--- src/rtl/scan_filter_ctrl.sv ---
// Sequencer for the RAM-scan datapath: on a button edge, scans a source RAM and copies
// every word strictly above a captured threshold into consecutive destination locations.
module scan_filter_ctrl #(
    parameter int unsigned AW = 4,
    parameter int unsigned DW = 8
) (
    input  logic          clk,
    input  logic          rst,
    input  logic          btn,
    input  logic [DW-1:0] thresh,
    input  logic [DW-1:0] src_data,
    output logic [AW-1:0] src_addr,
    output logic [AW-1:0] dst_addr,
    output logic [DW-1:0] dst_data,
    output logic          dst_we,
    output logic [AW:0]   count,
    output logic          busy,
    output logic          done
);

    localparam int unsigned N  = 2 ** AW;
    localparam int unsigned CW = AW + 1;
    localparam logic [AW-1:0] LAST_ADDR = AW'(N - 1);

    typedef enum logic [2:0] {
        S_IDLE  = 3'd0,
        S_CLR   = 3'd1,
        S_FETCH = 3'd2,
        S_EVAL  = 3'd3,
        S_DONE  = 3'd4
    } state_t;

    state_t        r_state;
    logic          r_btn_q;
    logic [AW-1:0] r_src_addr;
    logic [AW-1:0] r_wptr;
    logic [CW-1:0] r_count;
    logic [DW-1:0] r_thr_q;

    state_t        w_state_nxt;
    logic [AW-1:0] w_src_addr_nxt;
    logic [AW-1:0] w_wptr_nxt;
    logic [CW-1:0] w_count_nxt;
    logic [DW-1:0] w_thr_nxt;
    logic          w_start;
    logic          w_hit;
    logic          w_we;
    logic [DW-1:0] w_wdata;
    logic          w_busy;
    logic          w_done;

    assign w_start = btn & ~r_btn_q;
    assign w_hit   = src_data > r_thr_q;

    // Next-state, datapath updates and Moore/Mealy outputs
    always_comb begin
        w_state_nxt    = r_state;
        w_src_addr_nxt = r_src_addr;
        w_wptr_nxt     = r_wptr;
        w_count_nxt    = r_count;
        w_thr_nxt      = r_thr_q;
        w_we           = 1'b0;
        w_wdata        = '0;
        w_busy         = 1'b0;
        w_done         = 1'b0;
        case (r_state)
            S_IDLE: begin
                if (w_start) begin
                    w_state_nxt = S_CLR;
                end
            end
            S_CLR: begin
                w_busy         = 1'b1;
                w_src_addr_nxt = '0;
                w_wptr_nxt     = '0;
                w_count_nxt    = '0;
                w_thr_nxt      = thresh;
                w_state_nxt    = S_FETCH;
            end
            S_FETCH: begin
                w_busy      = 1'b1;
                w_state_nxt = S_EVAL;
            end
            S_EVAL: begin
                w_busy = 1'b1;
                if (w_hit) begin
                    w_we        = 1'b1;
                    w_wdata     = src_data;
                    w_wptr_nxt  = r_wptr + AW'(1);
                    w_count_nxt = r_count + CW'(1);
                end
                if (r_src_addr == LAST_ADDR) begin
                    w_state_nxt = S_DONE;
                end else begin
                    w_src_addr_nxt = r_src_addr + AW'(1);
                    w_state_nxt    = S_FETCH;
                end
            end
            S_DONE: begin
                w_done      = 1'b1;
                w_state_nxt = S_IDLE;
            end
            default: begin
                w_state_nxt    = S_IDLE;
                w_src_addr_nxt = '0;
                w_wptr_nxt     = '0;
                w_count_nxt    = '0;
                w_thr_nxt      = '0;
            end
        endcase
    end

    // btn_q resets high so a button held through reset cannot start a scan
    always_ff @(posedge clk) begin
        if (rst) begin
            r_state    <= S_IDLE;
            r_btn_q    <= 1'b1;
            r_src_addr <= '0;
            r_wptr     <= '0;
            r_count    <= '0;
            r_thr_q    <= '0;
        end else begin
            r_state    <= w_state_nxt;
            r_btn_q    <= btn;
            r_src_addr <= w_src_addr_nxt;
            r_wptr     <= w_wptr_nxt;
            r_count    <= w_count_nxt;
            r_thr_q    <= w_thr_nxt;
        end
    end

    // Write strobe is suppressed while reset is asserted, even mid-EVAL
    assign dst_we   = w_we & ~rst;
    assign dst_data = rst ? '0 : w_wdata;
    assign dst_addr = r_wptr;
    assign src_addr = r_src_addr;
    assign count    = r_count;
    assign busy     = w_busy;
    assign done     = w_done;

endmodule

--- config.mk ---
export PLATFORM = sky130hd
export DESIGN_NAME = scan_filter_ctrl
export DESIGN_NICKNAME = d
export VERILOG_FILES = /design/src/rtl/scan_filter_ctrl.sv
export SDC_FILE = /design/constraint.sdc
export NUM_CORES = 1
export LEC_CHECK = 0
export ABC_AREA = 1
export CAP_MARGIN = 20
export CORE_MARGIN = 4
export CORE_UTILIZATION = 46
export DETAILED_ROUTE_END_ITERATION = 12
export HOLD_SLACK_MARGIN = 0.06
export PLACE_DENSITY = 0.79
export SLEW_MARGIN = 0
export SYNTH_ARGS = -nofsm -noshare
export SYNTH_HDL_FRONTEND = slang
export SYNTH_SLANG_ARGS = --single-unit
--- constraint.sdc ---
create_clock -name clk -period 2 [get_ports clk]
set_input_delay 0.4 -clock clk [delete_from_list [all_inputs] [get_ports clk]]
set_output_delay 0.4 -clock clk [all_outputs]
set_load 0.02 [all_outputs]
Word-level counts from Yosys, hierarchy flattened
Index checks and enable logic that the tools add are counted.
{"block": "word_totals", "ff_bits": 25, "latchBits": 0, "ramBits": 0, "rom_bits": 0, "inputBits": 19, "output_inout_bits": 24, "wordCells": 46, "mem_count": 0}
{"block": "classes", "add_sub_neg": 3, "n_mul": 0, "div": 0, "order_cmp": 1, "eq_ne": 8, "shift": 0, "n_mux": 17, "n_bitwise": 5, "n_reduce_logical": 6}
{"operator": "8-bit 2-to-1 mux", "count": 3}
{"operator": "4-bit one-hot mux with 2 select lines", "count": 2}
{"operator": "8-bit one-hot mux with 2 select lines", "count": 1}
{"operator": "3-bit one-hot mux with 4 select lines", "count": 1}
{"operator": "5-bit one-hot mux with 2 select lines", "count": 1}
{"operator": "4-bit by 1-bit adder with 4-bit output, second input constant", "count": 2}
{"operator": "8-bit > comparator", "count": 1}
{"operator": "4-bit 2-to-1 mux", "count": 2}
{"operator": "3-bit by 2-bit equality test with 1-bit output, second input constant", "count": 2}
{"operator": "3-bit 2-to-1 mux", "count": 2}
{"operator": "2-bit inequality test, second input constant", "count": 3}
{"operator": "3-bit OR reduction", "count": 2}
{"operator": "5-bit by 1-bit adder with 5-bit output, second input constant", "count": 1}
{"operator": "5-bit 2-to-1 mux", "count": 1}
{"operator": "4-bit equality test, second input constant", "count": 1}
{"operator": "1-bit 2-to-1 mux", "count": 4}
{"operator": "2-bit AND reduction", "count": 2}
{"operator": "4-bit OR reduction", "count": 1}
{"operator": "3-bit by 1-bit equality test with 1-bit output, second input constant", "count": 1}
{"operator": "3-bit equality test, second input constant", "count": 1}
{"operator": "3-bit logical NOT", "count": 1}
{"operator": "1-bit NOT", "count": 3}
{"operator": "1-bit AND", "count": 2}

Depth between registers and ports, before layout
Gate-level depths: netlist (run 1).
{"block": "logic_depth", "word_depth": 4, "ltp_mapped": 15, "ltp_nobuf": 15}

Worst setup path before layout (run 1)
Ideal clock, no wire load.
{"block": "synth_path", "path_kind": "input -> output", "from": "input src_data[7]", "to": "output dst_data[0]", "arrival_ps": 1670, "required_time_ps": 1600, "slack_ps": -70, "cell_stages": 10, "n_path_buf": 1, "cell_sequence": "ha_1 nand2_1 nor2_1 nand2_1 nand2_1 nand2_1 nor2_2 nand2_2 buf_6 nor2_1"}
{"block": "synth_between", "elab_chain_len": 4}
{"item": "start: declaration", "line": "11", "source": "input logic [DW-1:0] src_data,"}
{"item": "8-bit > comparator", "line": "53", "source": "assign w_hit = src_data > r_thr_q;"}
{"item": "8-bit 2-to-1 mux", "line": "86", "source": "if (w_hit) begin"}
{"item": "8-bit 2-to-1 mux", "line": "66", "source": "case (r_state)"}
{"item": "8-bit 2-to-1 mux", "line": "134", "source": "assign dst_data = rst ? '0 : w_wdata;"}
{"item": "end: declaration", "line": "14", "source": "output logic [DW-1:0] dst_data,"}
Every way passes these cells.

Worst setup path after layout (run 1)
{"block": "layout_path", "from": "register r_thr_q[1]", "to": "output dst_data[1]"}
{"block": "layout_between", "elab_chain_len": 4}
{"item": "start: declaration", "line": "38", "source": "logic [DW-1:0] r_thr_q;"}
{"item": "start signal: assignment", "line": "128", "source": "r_thr_q <= w_thr_nxt;"}
{"item": "8-bit > comparator", "line": "53"}
{"item": "8-bit 2-to-1 mux", "line": "86"}
{"item": "8-bit 2-to-1 mux", "line": "66"}
{"item": "8-bit 2-to-1 mux", "line": "134"}
Every way passes these cells.

==> results of run 1 <==
==> power by group <==
group | switching, W | total [W] | leakage, nW | internal [W]
Sequential | 0.00000537 | 0.000515 | 0.205 | 0.000510
Combinational | 0.0000954 | 0.000189 | 0.755 | 0.0000936
Clock | 0.000153 | 0.000228 | 0.0177 | 0.0000749
==> cell type report <==
type	count	area, um2	share of cell area, %
inverter	37	139	6.40
clock inverter	1	5.00	0.231
timing repair buffer	66	599	27.6
sequential	25	507	23.3
tap	31	38.8	1.79
multi-input combinational	122	860	39.6
clock buffer	3	22.5	1.04
==> through the flow <==
| stage | total power (W) | utilization (%) | hold slack [ps] | setup WS, ps |
|---|---|---|---|---|
| 2_1_floorplan | 0.000598 | - | 453 | -70.3 |
| 3_3_place_gp | 0.000677 | 69.9 | 477 | -918 |
| 3_5_place_dp | 0.000679 | 69.9 | 480 | -955 |
| 4_1_cts | 0.000913 | 73.9 | 521 | -335 |
| 5_1_grt | 0.000977 | 77.4 | 550 | -514 |
| 6_report | 0.000932 | 77.4 | 518 | -378 |
==> cells by family (layout without fill, tap and decap cells) <==
kind of cell / count (synthesis) / count (layout) / synth area share [%]
AND/OR/NAND/NOR: 81 / 82 / 28.1
adder cells (fa/ha/maj): 11 / 11 / 10.0
AO/OA/AOI/OAI: 24 / 24 / 10.7
flip-flops: 25 / 25 / 36.5
buffers and inverters: 40 / 107 / 11.6
XOR/XNOR: 5 / 5 / 3.19
==> worst min-delay path, stage by stage (launching register included) <==
cell and delay (ps):
dfxtp_1 360, nand2_1 70, a21oi_1 60
==> layer usage <==
layer	global-route usage (%)	share of wire [%]	up-vias
met5	0	0	-
met4	5.79	1.3	0
met3	4.50	2.8	4
met2	30.8	53	23
met1	22.4	43	663
li1	-	-	731
==> synth_stat cells (3+ instances only) <==
cell type  instances
nand3_1           12
dfxtp_1           25
nand2_2            4
nor2_2             5
inv_1             35
o22ai_1            7
nand4_1            4
nor2_1            20
nand2_1           30
o21ai_0            5
a21oi_1            7
ha_1              11
xor2_1             3
==> path summary, 6_finish.rpt <==
path,startpoint,end,slack [ps]
hold / removal,src_addr[1],src_addr[1],520
setup reg to reg,r_thr_q[1],dst_addr[0],160
setup / recovery,r_thr_q[1],dst_data[1],-380
hold reg to reg,src_addr[1],src_addr[1],520
==> registers in the layout, summed over array words and instances, names as in the netlist <==
| signal | cells |
|---|---|
| r_thr_q | 8 |
| count | 5 |
| dst_addr | 4 |
| src_addr | 4 |
| r_state | 3 |
| r_btn_q | 1 |
==> what timing repair did <==
item | in CTS | in global routing
cloned | 1 | 0
buffers inserted | 3 | 1
setup endpoints to repair | 11 | 12
resized for setup | 80 | 24
endpoints found under the hold margin | 0 | 0
pin swaps | 14 | 10
==> flow_metrics.env, run 1 <==
export IMPL_drt_wl_total_um=3820
export IMPL_layout_common_cells="inv_1 (27), nand2_1 (25), buf_4 (24)"
export IMPL_setup_slack_ps=-378
export IMPL_drt_wirelength_per_cell_um=13.4
export IMPL_crit_chain="inv_2 -> ha_4 -> nand2_2 -> nand2_2 -> nand2_1 -> nand2_1 -> nand2_1 -> nand2_2 -> nand2_2 -> nor2_4 -> nand2_4 -> nor2_4 -> buf_6"
export IMPL_crit_top_cell="nand2_2"
export IMPL_worst_slew_pin_slew_ps=426
export IMPL_core_area_um2=2810
export IMPL_clockBufferDepth=2
export IMPL_drc_errors=0
export IMPL_slew_viol_final=0
export IMPL_synth_flop_cell="dfxtp_1"
export IMPL_power_leakage_nw=0.978
export IMPL_hold_buffers=0
export IMPL_grt_pass1_wl_um=5920
export IMPL_syn_to_final_growth_pct=58.2
export IMPL_yosysTopAreaCell="dfxtp_1"
export IMPL_crit_buf_inv=2
export IMPL_root_buffer="clkbuf_4"
export IMPL_cts_buffers=3
export IMPL_drive_gt1_share_pct=33.9
export IMPL_die_area_um2=3920
export IMPL_cts_htree_levels=1
export IMPL_drt_pre_antenna_iters=5
export IMPL_status="finished, violations left"
export IMPL_clkTransAtPathRegs_ps=140
export IMPL_worstSkewPairLatency_ps=320
export IMPL_netlist_instances=186
export IMPL_num_rows=19
export IMPL_drt_iter0_drc=78
export IMPL_arrival_ps=1980
export IMPL_dpl_cell_area_um2=1960
export IMPL_ios=43
export IMPL_final_area_um2=2170
export IMPL_final_common_cell="inv_1"
export IMPL_gr_total_overflow=0
export IMPL_cp_max_fo=5
export IMPL_track_usage_pct=18.1
export IMPL_antenna_left=0
export IMPL_cts_sinks=25
export IMPL_crit_type="flip-flop to output pin"
export IMPL_hpwl_um=2460
export IMPL_cts_tree="done"
export IMPL_finalSetupTns_ps=-3080
export IMPL_relSlewSlack_pct=71.5
export IMPL_fin_crit_sh_pct=119
export IMPL_rsz0062_at_grt="true"
export IMPL_insertedDiodeCount=0
export IMPL_viasPerCell=4.99
export IMPL_synth_seq_cells=25
export IMPL_vias=1421
export IMPL_critPathSlowestCell="dfxtp_2"
export IMPL_final_nets=285
export IMPL_fin_crit_ps=2380
export IMPL_hp_class="flip-flop to flip-flop"
export IMPL_routabilityCongestion=0.770
export IMPL_synth_cell_types=29
export IMPL_grt_antenna_before_repair=0
export IMPL_portBuffers=42
export IMPL_skew_ps=1.47
export IMPL_synth_async_reset_ratio_pct=0
export IMPL_failed_checks="negative setup slack"
export IMPL_yosys_warnings=0
export IMPL_start_util_pct=48.9
export IMPL_end_kind="output pin"
export IMPL_critPathLaunchType="flip-flop"
export IMPL_fillCellCount=201
export IMPL_worst_path_largest_cell_delay_ps=350
export IMPL_stdcell_count=285
export IMPL_required_ps=1600
export IMPL_powerDensity_nw_per_um2=429
export IMPL_crit_family="simple AND/OR/NAND/NOR gates"
export IMPL_grt_pass1_vias=1370
export IMPL_cap_violations=0
export IMPL_rr_worst_depth=16
export IMPL_synth_edf_count=0
export IMPL_synth_top_cell_area_share_pct=36.5
export IMPL_max_freq_ghz=0.421
export IMPL_setup_violations=9
export IMPL_timing_final_hold_violations=0
export IMPL_netlist_area_um2=1370
export IMPL_crit_cells=13
export IMPL_die_w_um=62.6
export IMPL_ys_seq_area_share_pct=36.5
export IMPL_hold_depth=2
export IMPL_vdd_drop_max_mv=0.306
export IMPL_syn_avg_cell_area_um2=7.38
export IMPL_grt_max_degree=15
export IMPL_die_h_um=62.6
export IMPL_dp_cells=276
export IMPL_synth_nets=216
export IMPL_synth_area_leaders="dfxtp_1 (36%), ha_1 (10%), inv_1 (9.6%)"
Power figures use the tool's default switching activity.
==> inputs of run 2 (changes only) <==
CORE_UTILIZATION = 61   (was 46)
CTS_BUF_LIST = sky130_fd_sc_hd__clkbuf_4   (was default)
DONT_BUFFER_PORTS = 1   (was default)
PLACE_DENSITY = 0.77   (was 0.79)
==> flow_metrics.env, run 2 (same netlist as run 1, synthesis figures left out) <==
export IMPL_status="finished, violations left"
export IMPL_failed_checks="negative setup slack"
export IMPL_die_area_um2=3070
export IMPL_skew_ps=11.1
export IMPL_rsz0062_at_grt="true"
export IMPL_grt_max_degree=14
export IMPL_stdcell_count=233
export IMPL_max_freq_ghz=0.413
export IMPL_relSlewSlack_pct=71.5
export IMPL_cap_violations=0
export IMPL_slew_viol_final=0
export IMPL_worstSkewPairLatency_ps=330
export IMPL_powerDensity_nw_per_um2=517
export IMPL_grt_pass1_wl_um=5620
export IMPL_regMostFlops="r_thr_q"
export IMPL_r2r_end="count[0]"
export IMPL_crit_top_cell="nand2_1"
export IMPL_end_kind="output pin"
export IMPL_die_w_um=55.4
export IMPL_layout_common_cells="inv_1 (27), nand2_1 (24), dfxtp_1 (22)"
export IMPL_crit_buf_inv=2
export IMPL_crit_end="dst_data[1]"
export IMPL_drc_errors=0
export IMPL_root_buffer="clkbuf_4"
export IMPL_cts_tree="done"
export IMPL_vias=1336
export IMPL_grt_antenna_before_repair=0
export IMPL_ff2ff_setup_slack_ps=160
export IMPL_arrival_ps=2020
export IMPL_crit_chain="inv_2 -> ha_4 -> nand2_2 -> nand2_1 -> nand2_1 -> nand2_1 -> nand2_1 -> nand2_2 -> nand2_2 -> nor2_4 -> nand2_4 -> nor2_4 -> buf_6"
export IMPL_crit_cells=13
export IMPL_final_common_cell="inv_1"
export IMPL_grt_pass1_vias=1271
export IMPL_power_leakage_nw=0.772
export IMPL_syn_to_final_growth_pct=29.4
export IMPL_final_area_um2=1780
export IMPL_cp_max_fo=5
export IMPL_start_util_pct=67.2
export IMPL_dp_cells=222
export IMPL_hold_buffers=0
export IMPL_vdd_drop_max_mv=0.427
export IMPL_track_usage_pct=22.1
export IMPL_crit_type="flip-flop to output pin"
export IMPL_drt_wirelength_per_cell_um=16.7
export IMPL_clkTransAtPathRegs_ps=150
export IMPL_insertedDiodeCount=0
export IMPL_dpl_cell_area_um2=1480
export IMPL_rr_worst_depth=15
export IMPL_worst_path_largest_cell_delay_ps=370
export IMPL_hp_class="input port to flip-flop"
export IMPL_fin_crit_sh_pct=121
export IMPL_drt_iter0_drc=74
export IMPL_worst_slew_pin_slew_ps=426
export IMPL_die_h_um=55.4
export IMPL_final_nets=237
export IMPL_cts_htree_levels=1
export IMPL_timing_final_hold_violations=0
export IMPL_critPathSlowestCell="dfxtp_2"
export IMPL_fin_crit_ps=2420
export IMPL_required_ps=1600
export IMPL_core_area_um2=2040
export IMPL_setup_violations=9
export IMPL_antenna_left=0
export IMPL_largest_register_ff_count=8
export IMPL_critPathLaunch="r_thr_q[1]"
export IMPL_cts_buffers=3
export IMPL_drive_gt1_share_pct=35.9
export IMPL_setup_slack_ps=-420
export IMPL_ios=43
export IMPL_r2r_start="r_thr_q[1]"
export IMPL_routabilityCongestion=0.793
export IMPL_viasPerCell=5.73
export IMPL_cts_sinks=25
export IMPL_critPathLaunchType="flip-flop"
export IMPL_portBuffers=0
export IMPL_hpwl_um=2350
export IMPL_gr_total_overflow=0
export IMPL_drt_pre_antenna_iters=4
export IMPL_drt_wl_total_um=3900
export IMPL_clockBufferDepth=2
export IMPL_num_rows=16
export IMPL_crit_family="simple AND/OR/NAND/NOR gates"
[run 2: cell types whose count changed in the layout (fill, tap and decap cells not counted), sizes merged]
cell,previous run,this run
clkinv,1,0
clkbuf,3,4
clkdlybuf4s50,23,0
buf,33,18
dlygate4sd2,10,0
[run 2: worst min-delay path by stage]
stage	end	cells after the start	slack, ps	from
final	src_addr[1]	1	120	rst
after global routing	r_state[0]	1	110	rst
after CTS	count[3]	1	120	rst
after detailed placement	r_thr_q[2]	2	470	r_thr_q[2]
after floorplan	r_thr_q[1]	2	450	r_thr_q[1]
after global placement	r_thr_q[1]	2	460	r_thr_q[1]
[run 2: report_power, final]
part           switching, W  internal, W
Combinational     0.0000837    0.0000613
Sequential       0.00000940     0.000509
Clock              0.000162    0.0000919
[run 2: final cells by class]
class,instances,area (um2)
Clock buffer,4,30.0
Fill cell,110,267
Inverter,37,141
Multi-Input combinational cell,122,908
Sequential cell,25,504
Tap cell,27,33.8
Timing Repair Buffer,18,158
[run 2: per-stage QoR]
step	utilization, %	worst slack, ps	total power [W]	setup TNS [ps]	hold WS [ps]
after global routing	86.9	-511	0.000957	-4110	110
final	86.9	-420	0.000918	-3290	121
after global placement	72.3	-3.31	0.000614	-11.3	464
after CTS	83.0	-303	0.000888	-2350	125
after floorplan	-	-70.3	0.000598	-422	453
after detailed placement	72.3	-135	0.000619	-746	470
[run 2: what timing repair did]
item	CTS	global route
resized for setup	35	18
endpoints found under the hold margin	0	0
endpoints found under the setup margin	9	9
pin swaps	8	8
buffers inserted	4	2
gates cloned	1	0
[run 2: per-layer routing]
| metal | wire length (um) | vias to the layer above | GRT usage (%) |
|---|---|---|---|
| met1 | 1540 | 628 | 25.8 |
| met2 | 1930 | 57 | 38.2 |
| li1 | - | 633 | - |
| met3 | 247 | 18 | 4.43 |
| met5 | 0 | - | 0 |
| met4 | 184 | 0 | 10.8 |
[run 2: worst register-to-register path: stages, from the launching register on]
cell and delay [ps]:
dfxtp_2 370, inv_2 50, ha_4 260, nand2_2 50, nand2_1 60, nand2_1 60
nand2_1 70, nand2_1 60, nand2_2 70, nand2_2 60, nor2_4 160, nand2_4 140
buf_4 190, nand2_1 60, nand2_1 50, inv_1 70
==> inputs of run 3 (changes only) <==
CTS_BUF_LIST = default   (was sky130_fd_sc_hd__clkbuf_4)
GPL_TIMING_DRIVEN = 1   (was default)
MAX_ROUTING_LAYER = met4   (was default)
==> flow_metrics.env, run 3 (same netlist as run 1, synthesis figures left out) <==
export IMPL_final_area_um2=1750
export IMPL_rsz0062_at_grt="true"
export IMPL_fin_crit_ps=2410
export IMPL_grt_pass1_wl_um=5710
export IMPL_syn_to_final_growth_pct=27.8
export IMPL_max_freq_ghz=0.414
export IMPL_arrival_ps=2010
export IMPL_min_from="rst"
export IMPL_min_to="src_addr[1]"
export IMPL_critPathLaunchType="flip-flop"
export IMPL_relSlewSlack_pct=70.2
export IMPL_failed_checks="negative setup slack"
export IMPL_worst_path_largest_cell_delay_ps=350
export IMPL_crit_chain="inv_2 -> ha_4 -> nand2_1 -> nand2_1 -> nand2_1 -> nand2_1 -> nand2_1 -> nand2_2 -> nand2_2 -> nor2_4 -> nand2_4 -> nor2_4 -> buf_6"
export IMPL_setup_slack_ps=-415
export IMPL_drt_iter0_drc=39
export IMPL_drt_pre_antenna_iters=4
export IMPL_largest_register_ff_count=8
export IMPL_final_common_cell="inv_1"
export IMPL_track_usage_pct=23.3
export IMPL_vdd_drop_max_mv=0.569
export IMPL_dp_cells=222
export IMPL_finalSetupTns_ps=-3170
export IMPL_r2r_end="count[0]"
export IMPL_die_w_um=55.4
export IMPL_clockBufferDepth=2
export IMPL_setup_violations=9
export IMPL_slew_viol_final=0
export IMPL_antenna_left=0
export IMPL_fin_crit_sh_pct=121
export IMPL_crit_top_cell="nand2_1"
export IMPL_cts_htree_levels=1
export IMPL_cts_tree="done"
export IMPL_cts_sinks=25
export IMPL_critPathSlowestCell="dfxtp_2"
export IMPL_dpl_cell_area_um2=1480
export IMPL_gr_total_overflow=0
export IMPL_crit_buf_inv=2
export IMPL_drt_wirelength_per_cell_um=15.7
export IMPL_ff2ff_setup_slack_ps=90
export IMPL_required_ps=1600
export IMPL_worst_slew_pin_slew_ps=446
export IMPL_skew_ps=6.10
export IMPL_timing_final_hold_violations=0
export IMPL_grt_antenna_before_repair=0
export IMPL_insertedDiodeCount=0
export IMPL_core_area_um2=2040
export IMPL_portBuffers=0
export IMPL_viasPerCell=5.61
export IMPL_stdcell_count=232
export IMPL_crit_type="flip-flop to output pin"
export IMPL_end_kind="output pin"
export IMPL_grt_max_degree=14
export IMPL_drive_gt1_share_pct=35.1
export IMPL_cp_max_fo=5
export IMPL_layout_common_cells="inv_1 (27), nand2_1 (25), dfxtp_1 (21)"
export IMPL_regMostFlops="r_thr_q"
export IMPL_final_nets=236
export IMPL_drt_wl_total_um=3650
export IMPL_die_area_um2=3070
export IMPL_status="finished, violations left"
export IMPL_r2r_start="r_thr_q[1]"
export IMPL_worstSkewPairLatency_ps=320
export IMPL_cts_buffers=3
export IMPL_hp_class="input port to flip-flop"
export IMPL_whs_ps=124
export IMPL_die_h_um=55.4
export IMPL_hold_depth=1
export IMPL_ios=43
export IMPL_cap_violations=0
export IMPL_crit_family="simple AND/OR/NAND/NOR gates"
export IMPL_vias=1302
export IMPL_num_rows=16
export IMPL_start_util_pct=67.2
export IMPL_rr_worst_depth=16
export IMPL_crit_cells=13
export IMPL_power_leakage_nw=0.769
export IMPL_root_buffer="clkbuf_4"
export IMPL_drc_errors=0
export IMPL_grt_pass1_vias=1291
export IMPL_powerDensity_nw_per_um2=513
export IMPL_routabilityCongestion=0.804
export IMPL_hpwl_um=2350
export IMPL_clkTransAtPathRegs_ps=140
export IMPL_final_core_util_pct=85.9
[run 3: layout make-up]
cell class	count	area (um2)
fill	121	288
sequential	25	505
tap	27	33.8
clock buffer	4	26.3
multi-input combinational	122	901
timing repair buffer	17	146
inverter	37	141
[run 3: power by group]
| part | switching (W) | total (W) | leakage [nW] | internal (W) |
|---|---|---|---|---|
| Sequential | 0.00000877 | 0.000518 | 0.204 | 0.000509 |
| Clock | 0.000157 | 0.000235 | 0.0150 | 0.0000782 |
| Combinational | 0.0000841 | 0.000146 | 0.549 | 0.0000623 |
| Total | 0.000249 | 0.000899 | 0.769 | 0.000650 |
[run 3: layer usage]
metal | up-vias | track usage (%) | wire (um)
met4 | 0 | 11.1 | 102
met5 | - | - | 0
met3 | 13 | 4.66 | 160
met2 | 45 | 38.9 | 1920
li1 | 630 | - | -
met1 | 614 | 26.6 | 1470
[run 3: worst reg2reg max path: cells and delay by family, from the launching register on]
kind	cells	cell delay, ps
adder cells (fa/ha/maj)	1	260
buffers and inverters	4	400
flip-flops	1	350
AND/OR/NAND/NOR	11	860
[run 3: what timing repair did]
item / 4_1_cts / 5_1_grt
pin swaps: 8 / 11
gates resized for setup: 35 / 16
endpoints found under the setup margin: 9 / 9
buffers inserted: 3 / 2
hold buffers: 0 / 0
hold endpoints to repair: 0 / 0
gates cloned: 1 / 0
[run 3: worst max-delay path by stage]
| stage | endpoint | from | slack, ps |
|---|---|---|---|
| 4_1_cts | dst_data[4] | r_thr_q[3] | -300 |
| 2_1_floorplan | dst_data[0] | src_data[7] | -70 |
| 5_1_grt | dst_data[1] | r_thr_q[1] | -510 |
| 3_5_place_dp | dst_data[1] | src_data[7] | -130 |
| 6_report | dst_data[1] | r_thr_q[1] | -410 |
| 3_3_place_gp | dst_data[5] | src_data[7] | -3 |
[run 3: through the flow]
| step | worst slack [ps] | total power, W |
|---|---|---|
| floorplan | -70.3 | 0.000598 |
| global placement | -3.31 | 0.000614 |
| detailed placement | -135 | 0.000619 |
| CTS | -301 | 0.000872 |
| global route | -508 | 0.000933 |
| finish | -415 | 0.000899 |
